$ cat config.mk
export PLATFORM = sky130hd
export DESIGN_NAME = serial_add_ctrl
export DESIGN_NICKNAME = d
export VERILOG_FILES = /design/src/rtl/serial_add_ctrl.sv
export SDC_FILE = /design/constraint.sdc
export NUM_CORES = 1
export LEC_CHECK = 0
export CAP_MARGIN = 10
export CORE_ASPECT_RATIO = 0.7
export CORE_MARGIN = 3
export CORE_UTILIZATION = 51
export DETAILED_ROUTE_END_ITERATION = 12
export PLACE_DENSITY_LB_ADDON = 0.15
export SLEW_MARGIN = 10
export SYNTH_ARGS = -nofsm -noshare
export SYNTH_HDL_FRONTEND = slang
export SYNTH_SLANG_ARGS = --single-unit
$ cat constraint.sdc
create_clock -name clk -period 2 [get_ports clk]
set_input_delay 0.4 -clock clk [delete_from_list [all_inputs] [get_ports clk]]
set_output_delay 0.4 -clock clk [all_outputs]
set_load 0.02 [all_outputs]
$ cat src/rtl/serial_add_ctrl.sv
// Bit-serial WIDTH-bit adder: one shared full-adder cell, LSB first, carry recirculated via a FF.
// Optional SERIAL_ADD_OVF_EN adds a registered signed-overflow flag (Ovf).
module fulladder (
    input  logic A,
    input  logic B,
    input  logic Cin,
    output logic S,
    output logic Cout
);
    assign S    = A ^ B ^ Cin;
    assign Cout = (A & B) | (Cin & (A ^ B));
endmodule

module serial_add_ctrl #(
    parameter int WIDTH = 8
) (
    input  logic             clk,
    input  logic             rst_n,
    input  logic             start,
    input  logic [WIDTH-1:0] A,
    input  logic [WIDTH-1:0] B,
    input  logic             Cin,
    output logic             busy,
    output logic             done,
    output logic [WIDTH-1:0] S,
    output logic             Cout
`ifdef SERIAL_ADD_OVF_EN
    ,
    output logic             Ovf
`endif
);
    localparam int CW = $clog2(WIDTH + 1);
    localparam logic [CW-1:0] LAST = CW'(WIDTH - 1);

    typedef enum logic [1:0] {IDLE, RUN, DONE} state_t;

    state_t           state, state_nxt;
    logic [WIDTH-1:0] op_a, op_b, psum, psum_nxt;
    logic             carry;
    logic [CW-1:0]    cnt;
    logic             fa_s, fa_cout;
    logic             last;

    fulladder u_fa (
        .A    (op_a[0]),
        .B    (op_b[0]),
        .Cin  (carry),
        .S    (fa_s),
        .Cout (fa_cout)
    );

    // New sum bit enters at the MSB so after WIDTH shifts the LSB lands at bit 0.
    generate
        if (WIDTH == 1) begin : g_psum1
            assign psum_nxt = fa_s;
        end else begin : g_psumn
            assign psum_nxt = {fa_s, psum[WIDTH-1:1]};
        end
    endgenerate

    assign last = (cnt == LAST);
    assign busy = (state == RUN);
    assign done = (state == DONE);

    always_ff @(posedge clk or negedge rst_n) begin
        if (!rst_n) state <= IDLE;
        else        state <= state_nxt;
    end

    always_comb begin
        state_nxt = state;
        case (state)
            IDLE:    if (start) state_nxt = RUN;
            RUN:     if (last)  state_nxt = DONE;
            DONE:    state_nxt = IDLE;
            default: state_nxt = IDLE;
        endcase
    end

    always_ff @(posedge clk or negedge rst_n) begin
        if (!rst_n) begin
            op_a  <= '0;
            op_b  <= '0;
            psum  <= '0;
            carry <= 1'b0;
            cnt   <= '0;
            S     <= '0;
            Cout  <= 1'b0;
`ifdef SERIAL_ADD_OVF_EN
            Ovf   <= 1'b0;
`endif
        end else begin
            case (state)
                IDLE: if (start) begin
                    op_a  <= A;
                    op_b  <= B;
                    carry <= Cin;
                    cnt   <= '0;
                end
                RUN: begin
                    op_a  <= op_a >> 1;
                    op_b  <= op_b >> 1;
                    psum  <= psum_nxt;
                    carry <= fa_cout;
                    cnt   <= cnt + CW'(1);
                    // Results are published only on completion, never partially.
                    if (last) begin
                        S    <= psum_nxt;
                        Cout <= fa_cout;
`ifdef SERIAL_ADD_OVF_EN
                        Ovf  <= carry ^ fa_cout;
`endif
                    end
                end
                default: ;
            endcase
        end
    end
endmodule

# Word-level counts from Yosys, hierarchy flattened
# Index checks and enable logic that the tools add are counted.
classes:
  bitwise_logic: 5
  n_reduce_logical: 5
  add_sub_neg: 1
  mux: 11
  n_eq_ne: 5
ops:
  columns: ["op", "n"]
  rows:
  - ["$pmux W8 S2", 2]
  - ["$mux W8", 2]
  - ["$pmux W4 S2", 1]
  - ["$reduce_and A2 Y1", 3]
  - ["$add A4 B1 Y4 const B", 1]
  - ["$eq A4 B3 Y1 const B", 1]
  - ["$mux W2", 2]
  - ["$mux W4", 1]
  - ["$pmux W2 S2", 1]
  - ["$and A1 B1 Y1", 2]
  - ["$eq A2 B1 Y1 const B", 1]
  - ["$eq A2 B2 Y1 const B", 1]
  - ["$logic_not A2 Y1", 1]
  - ["$ne A2 B1 Y1 const B", 1]
  - ["$ne A2 B2 Y1 const B", 1]
  - ["$pmux W1 S2", 1]
  - ["$reduce_bool A2 Y1", 1]
  - ["$xor A1 B1 Y1", 2]
  - ["$mux W1", 1]
  - ["$or A1 B1 Y1", 1]
word_totals:
  inputBits: 20
  output_inout_bits: 11
  register_bits: 40
  word_cells: 35

# Longest topological paths before layout
# Gate-level depths: netlist (run 1).
depth:
  depth_word: 4
  depth_mapped: 6

# Modules after synthesis
# Synthesis (run 1) repeated with hierarchy kept, for this count alone.
unflattened:
  cells_unflattened: 168
  hier_area_um2: 1765.4
by_module_without_submodules:
  columns: ["mod", "cells_per_inst", "instances", "area_each_um2"]
  rows:
  - ["serial_add_ctrl", 167, 1, 1745.4]
  - ["fulladder", 1, 1, 20.0]

# Worst setup path before layout (run 1)
# No wires, ideal clock.
synth_path:
  path_type: "register to register"
  from: "reg state[0]"
  to: "reg cnt[1]"
  setup_ns: 0.121
  path_stages_with_launch: 6
  required_ns: 1.879
  period_less_slack_ns: 1.445
  arrival_time_ns: 1.324
  slack_ns: 0.555
  cell_sequence: "dfrtp_1 -> buf_4 -> nand2b_4 -> buf_2 -> clkinv_1 -> a22o_1"
synth_via:
  elab_chain_cells: 3
  word_cells_on_any_way: 6
  cone_classes: "2 x eq/ne; 1 x mux; 3 x reduce/logical"
synth_rtl:
  columns: ["item", "line", "rtl"]
  rows:
  - ["start, declared", "37", "state_t state, state_nxt;"]
  - ["start signal, assigned", "67", "else state <= state_nxt;"]
  - ["$eq A2 B1 Y1 *", null, null]
  - ["named net busy", "23", "output logic busy,"]
  - ["$reduce_bool A2 Y1 (no line)", null, null]
  - ["$reduce_and A2 Y1 (no line)", null, null]
  - ["end signal, assigned", "105", "cnt <= cnt + CW'(1);"]
  - ["end, declared", "40", "logic [CW-1:0] cnt;"]
# Mark *: on every way through the listed nets, which the timed path passes. The rest lies on a longest branch.
# A chain may end at the register's enable or synchronous reset.

# Worst setup path after layout (run 1)
layout_path:
  from: "reg state[1]"
  to: "out busy"
layout_via:
  elab_chain_cells: 1
layout_rtl:
  columns: ["item", "line", "rtl"]
  rows:
  - ["$eq A2 B1 Y1", "62", "assign busy = (state == RUN);"]
  - ["end, declared", "23", null]
# No other way between the ends.

==> impl_metrics.env, run 1 <==
export IMPL_finalCritPeriodShare=0.948
export IMPL_die_area_um2=4000
export IMPL_design_power_total_mw=3.22
export IMPL_buffer_ports_inserted=30
export IMPL_rr_endpoint="S[4]"
export IMPL_yosys_cell_count_top_type="sky130_fd_sc_hd__nand2_1"
export IMPL_crit_path_top_delay_cell="sky130_fd_sc_hd__clkdlybuf4s50_1"
export IMPL_die_h_um=53.8
export IMPL_rsz_0062_raised_after_global_routing="no"
export IMPL_slew_limit_headroom=0.669
export IMPL_cts_buffer_depth=2
export IMPL_max_clock_freq_ghz=0.528
export IMPL_synth_top_family_by_area="simple AND/OR/NAND/NOR gates"
export IMPL_rows=16
export IMPL_critPathMaxFanout=3
export IMPL_synthXorXnorAreaFrac=0
export IMPL_cp_depth=3
export IMPL_yosys_top_cells_area="sky130_fd_sc_hd__dfrtp_1 (59%), sky130_fd_sc_hd__nand2_1 (9.0%), sky130_fd_sc_hd__mux2_2 (6.8%), sky130_fd_sc_hd__a22oi_1 (5.4%), sky130_fd_sc_hd__o21ai_0 (5.1%)"
export IMPL_worstRegToRegCells=4
export IMPL_timing_critical_path_cells="nand2b_4 -> clkinv_1 -> clkdlybuf4s50_1"
export IMPL_routed_wl_um=3430
export IMPL_globalRoute_totalOverflow=0
export IMPL_timing_hold_violations_final=0
export IMPL_htree_levels=2
export IMPL_detailroute_via_count=1248
export IMPL_detailedRoute_firstIterationViolations=115
export IMPL_synth_distinct_cells=24
export IMPL_cts_clk_slew_worst_paths_ps=80
export IMPL_asyncSetResetFlopFracSynth=1.00
export IMPL_min_period_ps=1900
export IMPL_worst_pin_slew_ps=494
export IMPL_n_antenna_cell=0
export IMPL_min_path_type="input pin to async pin"
export IMPL_numCtsBuffers=5
export IMPL_setup_worst_path_start_class="flop"
export IMPL_clock_sinks=39
export IMPL_start_util=0.562
export IMPL_leakagePower_nw=0.945
export IMPL_largest_stage_delay_on_the_critical_path_ps=600
export IMPL_clockRootBuffer="sky130_fd_sc_hd__clkbuf_8"
export IMPL_routed_via_density=5.47
export IMPL_setup_worst_path_class="flop to primary output"
export IMPL_layout_filler_cells=215
export IMPL_chipWidth_um=74.3
export IMPL_netlist_instances=155
export IMPL_place_gp_congestion=0.800
export IMPL_cap_violations=0
export IMPL_synth_edf_count=0
export IMPL_cts_hold_buffers_added=0
export IMPL_post_detailed_route_wirelength_per_cell_um=15.0
export IMPL_post_synth_and_or_nand_nor_area_fraction=0.155
export IMPL_syn_mean_instance_area_um2=10.7
export IMPL_synth_largest_area_cell="sky130_fd_sc_hd__dfrtp_1"
export IMPL_wire_length_of_the_first_global_routing_pass_um=5950
export IMPL_power_density_nw_per_um2=1520
export IMPL_antenna_found_initial=0
export IMPL_cp_num_buf_inv=2
export IMPL_synthMuxAreaShare=0.0676
export IMPL_final_setup_skew_ps=9.04
export IMPL_critical_path_arrival_ps=1500
export IMPL_fraction_of_layout_cells_with_a_size_suffix_above_1=0.151
export IMPL_dominantRegCellSynth="sky130_fd_sc_hd__dfrtp_1"
export IMPL_ioPinCount=31
export IMPL_floorplan_core_area_um2=2960
export IMPL_area_growth_from_synthesis_to_final_layout_pct=26.8
export IMPL_area_fraction_in_compound_gates_after_synthesis=0.142
export IMPL_syn_nets=177
export IMPL_grt_use_total=0.198
export IMPL_post_dp_hpwl_um=2330
export IMPL_yosys_area_share_adder=0.0195
export IMPL_synth_yosys_warnings=0
export IMPL_worst_path_required_ps=1600
export IMPL_outcome="finished, final reports clean"
export IMPL_ir_drop_worst_case_vdd_mv=1.06
export IMPL_post_detailed_route_drc_marker_count=0
export IMPL_r2r_setup_slack_ps=320
export IMPL_postSynthRegisterBits=39
export IMPL_synth_top_cells_by_count="sky130_fd_sc_hd__nand2_1 (40), sky130_fd_sc_hd__dfrtp_1 (39), sky130_fd_sc_hd__o21ai_0 (17)"
export IMPL_cts_resized_gates=0
export IMPL_timing_critical_path_max_delay_family="buffers and inverters"
export IMPL_r2r_start="state[1]"
export IMPL_finalSetupViolCount=0
export IMPL_synthDominantCellAreaShare=0.586
export IMPL_final_max_slew_viol_count=0
export IMPL_tritoncts_clock_tree="built"
export IMPL_element_type_at_the_critical_path_end="primary output"
export IMPL_detailedRoute_firstPassIterationCount=5
export IMPL_post_synthesis_sequential_area_ratio=0.586
export IMPL_grt_max_degree=40
export IMPL_insertion_delay_ps=290
export IMPL_final_util=0.713
export IMPL_via_count_of_the_first_global_routing_pass=1323
export IMPL_finish_net_count=213
export IMPL_synth_area_um2=1670
export IMPL_cts_setup_buffers=0
export IMPL_ant_nets=0
export IMPL_finalSetupTns_ps=0
## cell families after synthesis
logic type	Yosys count
buffers and inverters	11
adder cells (fa/ha/maj)	2
flip-flops	39
AO/OA/AOI/OAI	38
multiplexers	10
AND/OR/NAND/NOR	55
## worst max path at each step
stage	startpoint	slack, ps	end
2_1_floorplan	state[0]	550	cnt[1]
3_3_place_gp	start	380	carry
3_5_place_dp	start	310	op_b[2]
4_1_cts	state[1]	90	busy
5_1_grt	state[1]	20	done
6_report	state[1]	100	busy
## state kept, by name (all words and copies together), names as in the netlist
signal and cells:
Cout 1, S 8, carry 1, cnt 4
state 2, op_a 8, psum 7, op_b 8
## report_power, final
| group | leakage (nW) | switching (mW) | internal (mW) | total, mW |
|---|---|---|---|---|
| sequential | 0.506 | 0.230 | 1.12 | 1.35 |
| combinational | 0.400 | 0.700 | 0.640 | 1.34 |
| clock | 0.0402 | 0.285 | 0.243 | 0.527 |
## layout make-up
cell class / instances / area [um^2] / area share
flip-flops and latches: 39 / 976 / 0.462
multi-input cells: 105 / 639 / 0.303
repair buffers: 38 / 355 / 0.168
clock buffers: 5 / 68.8 / 0.0326
well taps: 36 / 45.0 / 0.0213
clock inverters: 3 / 20.0 / 0.00948
inverters: 2 / 7.51 / 0.00355
## routing by layer
layer / routed length, um / up-vias / track usage
met5: 0 / - / 0
met4: 25 / 0 / 0.0592
met3: 200 / 4 / 0.0504
met2: 1530 / 39 / 0.315
met1: 1670 / 601 / 0.270
li1: - / 604 / -
## through the flow
stage	area (um^2)	setup WS (ps)	hold slack, ps	instances
2_1_floorplan	1670	555	104	155
3_3_place_gp	2020	377	462	220
3_5_place_dp	2020	306	472	220
4_1_cts	2110	90.3	164	228
5_1_grt	2110	23.5	183	228
6_report	2110	105	146	228
## placed cells by master (no fill, tap or decap), types with 4 or more instances in the layout
master / synthesis / routed
sky130_fd_sc_hd__nand2_1: 40 / 40
sky130_fd_sc_hd__dfrtp_1: 39 / 39
sky130_fd_sc_hd__clkdlybuf4s50_1: 0 / 29
sky130_fd_sc_hd__o21ai_0: 17 / 17
sky130_fd_sc_hd__a22oi_1: 12 / 12
sky130_fd_sc_hd__mux2_2: 10 / 10
sky130_fd_sc_hd__buf_4: 1 / 8
sky130_fd_sc_hd__clkbuf_8: 0 / 5
sky130_fd_sc_hd__a21oi_1: 4 / 4
Power figures use the tool's default switching activity.
==> inputs of run 2 (changes only) <==
TNS_END_PERCENT = 5   (was default)
==> results of run 2 <==
Same layout as run 1: the final DEF is identical, and so are final timing and power.
==> patch 1, RTL diff (settings of run 1) <==
Reset style: synchronous (`rst_n`), changed in 2 clocked blocks.
--- a/src/rtl/serial_add_ctrl.sv
+++ b/src/rtl/serial_add_ctrl.sv
@@ -63,5 +63,5 @@
     assign done = (state == DONE);
 
-    always_ff @(posedge clk or negedge rst_n) begin
+    always_ff @(posedge clk) begin
         if (!rst_n) state <= IDLE;
         else        state <= state_nxt;
@@ -78,5 +78,5 @@
     end
 
-    always_ff @(posedge clk or negedge rst_n) begin
+    always_ff @(posedge clk) begin
         if (!rst_n) begin
             op_a  <= '0;
Check against the original RTL: differs if rst_n is asserted again (counterexample within 4 cycles, from zero or initial values and one cycle with rst_n low); with rst_n held inactive, the same outputs for 10 cycles.
==> patch 1 against run 1 <==
First-iteration DRC count fell by 28%. Cell count up 12%. Sequential cell count is the same. Setup slack worse by 0.021 ns. Register-to-register slack improved by 0.20 ns. Wire length is 2.9% higher. Cell area shrank 3.2%. Area after synthesis fell by 3.5%. Synthesized cell count grew 21%. Sequential share of layout area fell by 8.0 points.
Power is not compared: it rests on default switching activity, and its combinational part moved more than twofold at a synthesized area within 25%.
==> patch 1: results (changes against run 1) <==
logic_synthesis:
  synthArstFlopShare_pct: 0  # -100 points
  synth_top_cells_by_count: "48 x nand2_1, 39 x dfxtp_1, 32 x a21oi_1"
  synth_fa_ha_area_share_pct: 2.025  # +0.072 points
  synthTopCellsByArea: "dfxtp_1 49%, nand2_1 11%, a21oi_1 10%"
  ys_seq_area_share_pct: 48.60  # -10 points
  post_synth_num_cell_types: 32  # +33%
  muxShareOfSynthArea_pct: 5.607  # -1.2 points
  postSynthCellCount: 187  # +21%
  synth_compound_area_share_pct: 21.65  # +7.5 points
run_status:
  status: "completed"
drt:
  first_pass_iters: 4  # -1
  wirelength_um: 3526  # +2.9%
  first_iter_violations: 83  # -28%
  drt-vias-per-instance: 5.332  # -2.6%
timing:
  max-slew-margin-rel_pct: 73.24  # +6.3 points
  final.setup_skew_ns: 0.004520  # -0.004518 ns
finish:
  fin_area_um2: 2044  # -3.2%
  num-fill-cells: 218  # +1.4%
  drive_gt1_share_pct: 8.636  # -6.5 points
  nets: 241  # +13%
  finalNonFillerCells: 256  # +12%
worst_setup_path:
  reg2reg_slack_ns: 0.52  # +0.20 ns
  cp.arrival_ns: 1.52  # +0.02 ns
  path_max_fanout: 6  # +3
  crit_path_end: "done"
  r2r-end: "S[5]$_SDFFE_PN0P_"
  crit_start: "state[1]$_SDFFE_PN0P_"
  r2r_start: "cnt[0]$_SDFFE_PN0P_"
place:
  dp_hpwl_um: 2364  # +1.3%
  placed_area_um2: 1923  # -4.9%
  gp_congestion: 0.7547  # -5.7%
  dp_cells: 248  # +13%
  dp_slack_ns: 0.3317  # +0.02553 ns
grt:
  grt_pass1_vias: 1321  # -0.15%
  grt_max_degree: 27  # -33%
  grt_pass1_wl_um: 6051  # +1.7%
  grtUsageTotal_pct: 20.77  # +0.99 points
clocking:
  clk_latency_ns: 0.29  # about the same
worst_hold_path:
  holdCritPathClass: "reg -> reg"
-- patch 1: kinds of logic (layout without fill, tap and decap cells) --
logic type / Yosys count / count (layout)
DFF: 39 / 39
and+or+nand+nor: 63 / 63
muxes: 9 / 9
AOI/OAI and AO/OA: 61 / 61
buffers and inverters: 13 / 46
adders and majority gates: 2 / 2
-- patch 1: layout make-up --
type | instances | share of cell area [%]
clock inverters | 2 | 1.714
clock buffers | 6 | 4.039
multi-input cells | 135 | 36.17
repair buffers | 36 | 17.01
inverters | 2 | 0.6120
well taps | 36 | 2.203
flip-flops and latches | 39 | 38.25
-- patch 1: repair_timing --
| item | in CTS | in global routing |
|---|---|---|
| hold endpoints to repair | 0 | 0 |
| resized for setup | 0 | 2 |
| setup endpoints to repair | 0 | 1 |
-- patch 1: worst min path at each step --
stage | end | slack (ns)
after floorplan | S[0]$_SDFFE_PN0P_ | 0.44
after global placement | S[4]$_SDFFE_PN0P_ | 0.44
after detailed placement | S[0]$_SDFFE_PN0P_ | 0.46
after CTS | S[0]$_SDFFE_PN0P_ | 0.47
after global routing | S[3]$_SDFFE_PN0P_ | 0.47
final | S[3]$_SDFFE_PN0P_ | 0.46
-- patch 1: per-layer routing --
layer	share of wire (%)	track usage [%]
met3	6.0	5.503
met5	0	0
met2	45	31.45
met1	47	27.29
met4	1.4	10.12
-- patch 1: report_power, final --
| group | switching [mW] | internal, mW |
|---|---|---|
| Clock | 0.279 | 0.404 |
| Sequential | 0.0224 | 0.812 |
| Combinational | 0.0955 | 0.0834 |
-- patch 1: worst max-delay path, cell delays in order (launching register included) --
cell,delay (ns)
dfxtp_1,0.45
nor2b_1,0.17
clkdlybuf4s50_1,0.61
==> patch 2, RTL diff (flow settings as in run 1) <==
Without the edit above. Add a define of `SERIAL_ADD_OVF_EN`.
--- a/src/rtl/serial_add_ctrl.sv
+++ b/src/rtl/serial_add_ctrl.sv
@@ -1,4 +1,6 @@
 // Bit-serial WIDTH-bit adder: one shared full-adder cell, LSB first, carry recirculated via a FF.
 // Optional SERIAL_ADD_OVF_EN adds a registered signed-overflow flag (Ovf).
+`define SERIAL_ADD_OVF_EN
+
 module fulladder (
     input  logic A,
Check against the original RTL (old outputs only; new: Ovf): equivalent (Yosys induction, for registers that start in step).
==> patch 2 against run 1 <==
Area after synthesis is 10% higher. Global-route usage is 0.16 points higher. First-iteration DRC count is 21% lower. Wire length is 14% higher. Setup slack worse by 0.0054 ns. Cell area is 10% higher. Sequential cell count is 1 higher. Clock power is 45% higher. Total power is 10% higher. Register-to-register slack better by 0.11 ns.
==> patch 2: results (changes against run 1) <==
finish:
  clk_share_pct: 5.541  # +1.3 points
  drive_gt1_share_pct: 14.83  # -0.27 points
  num-fill-cells: 237  # +10%
  nets: 231  # +8.5%
  buffers_excl_clock: 41  # +7.9%
  nFlopsAndLatches: 40  # +2.6%
  finalNonFillerCells: 256  # +12%
  area_growth_pct: 26.72  # about the same
  seq_share_pct: 43.03  # -3.2 points
  multi_input_area_um2: 753.2  # +18%
  multi_input_comb_cells: 120  # +14%
  nonClkBufAreaFrac_pct: 16.35  # -0.47 points
  n_clock_buffer: 5  # unchanged
timing:
  worst_slew_pin_slew_ns: 0.5160  # +0.02156 ns
  final.setup_skew_ns: 0.009847  # +0.0008092 ns
  fmax_ghz: 0.5261  # -0.28%
  holdWs_ns: 0.1561  # +0.009652 ns
place:
  placed_area_um2: 2197  # +8.6%
  dp_slack_ns: 0.3330  # +0.02684 ns
  port_buffers: 31  # +3.3%
  gp_congestion: 0.8527  # +6.5%
  dp_cells: 249  # +13%
  dp_hpwl_um: 2620  # +12%
logic_synthesis:
  post_synth_num_cell_types: 26  # +8.3%
  postSynthCellCount: 172  # +11%
  synth_top_cells_by_count: "40 x dfrtp_1, 27 x nand2_1, 18 x a21oi_1"
  syn-num-nets: 194  # +9.6%
  ys_seq_area_share_pct: 54.53  # -4.1 points
  synthTopCellsByArea: "dfrtp_1 55%, mux2_2 6.7%, a22oi_1 5.7%"
grt:
  grtUsageTotal_pct: 19.94  # +0.16 points
  grt_max_degree: 41  # +2.5%
  grt_use_met3_pct: 5.016  # -0.021 points
  global_route.usage.met2_pct: 31.59  # +0.11 points
  grt_pass1_wl_um: 6824  # +15%
  grt_pass1_vias: 1445  # +9.2%
  grt_use_met1_pct: 26.37  # -0.63 points
worst_setup_path:
  reg2reg_slack_ns: 0.43  # +0.11 ns
  crit_family: "buffers and inverters"
  crit_path_end: "busy"
  rr_worst_depth: 5  # +1
  r2r-end: "S[4]$_DFFE_PN0P_"
  slowest_delay_ns: 0.59
drt:
  wl_per_cell_um: 15.30  # +1.8%
  first_iter_violations: 91  # -21%
  vias: 1398  # +12%
power_and_ir_drop:
  power_leakage_nw: 1.069  # +13%
  p_sw_mw: 1.252  # +3.0%
run_status:
  status: "completed"
floorplan:
  die_width_um: 77.71  # +4.6%
clocking:
  clk_pin_slew_ns: 0.08  # about the same
==> patch 2: cells by family (layout without fill, tap and decap cells) <==
| kind of cell | after synthesis | after routing | synth area share, % |
|---|---|---|---|
| muxes | 11 | 11 | 6.749 |
| and+or+nand+nor | 52 | 52 | 14.66 |
| xor gates and xnor gates | 1 | 1 | 0.4773 |
| AOI/OAI and AO/OA | 54 | 54 | 17.38 |
| adders and majority gates | 2 | 2 | 1.772 |
| buffers and inverters | 12 | 49 | 4.430 |
| DFF | 40 | 40 | 54.53 |
==> patch 2: power groups by stage <==
stage | logic [mW] | registers (mW) | clock network [mW]
floorplan | 0.858 | 1.45 | 0
global placement | 1.36 | 1.38 | 0
detailed placement | 1.41 | 1.40 | 0
CTS | 1.41 | 1.40 | 0.771
global route | 1.55 | 1.44 | 0.805
finish | 1.39 | 1.39 | 0.763
==> patch 2: metal layers <==
layer | part of all wire (%) | wire length, um
met5 | 0 | 0
met4 | 1.4 | 56
met3 | 5.1 | 199
met2 | 49 | 1912
met1 | 45 | 1748
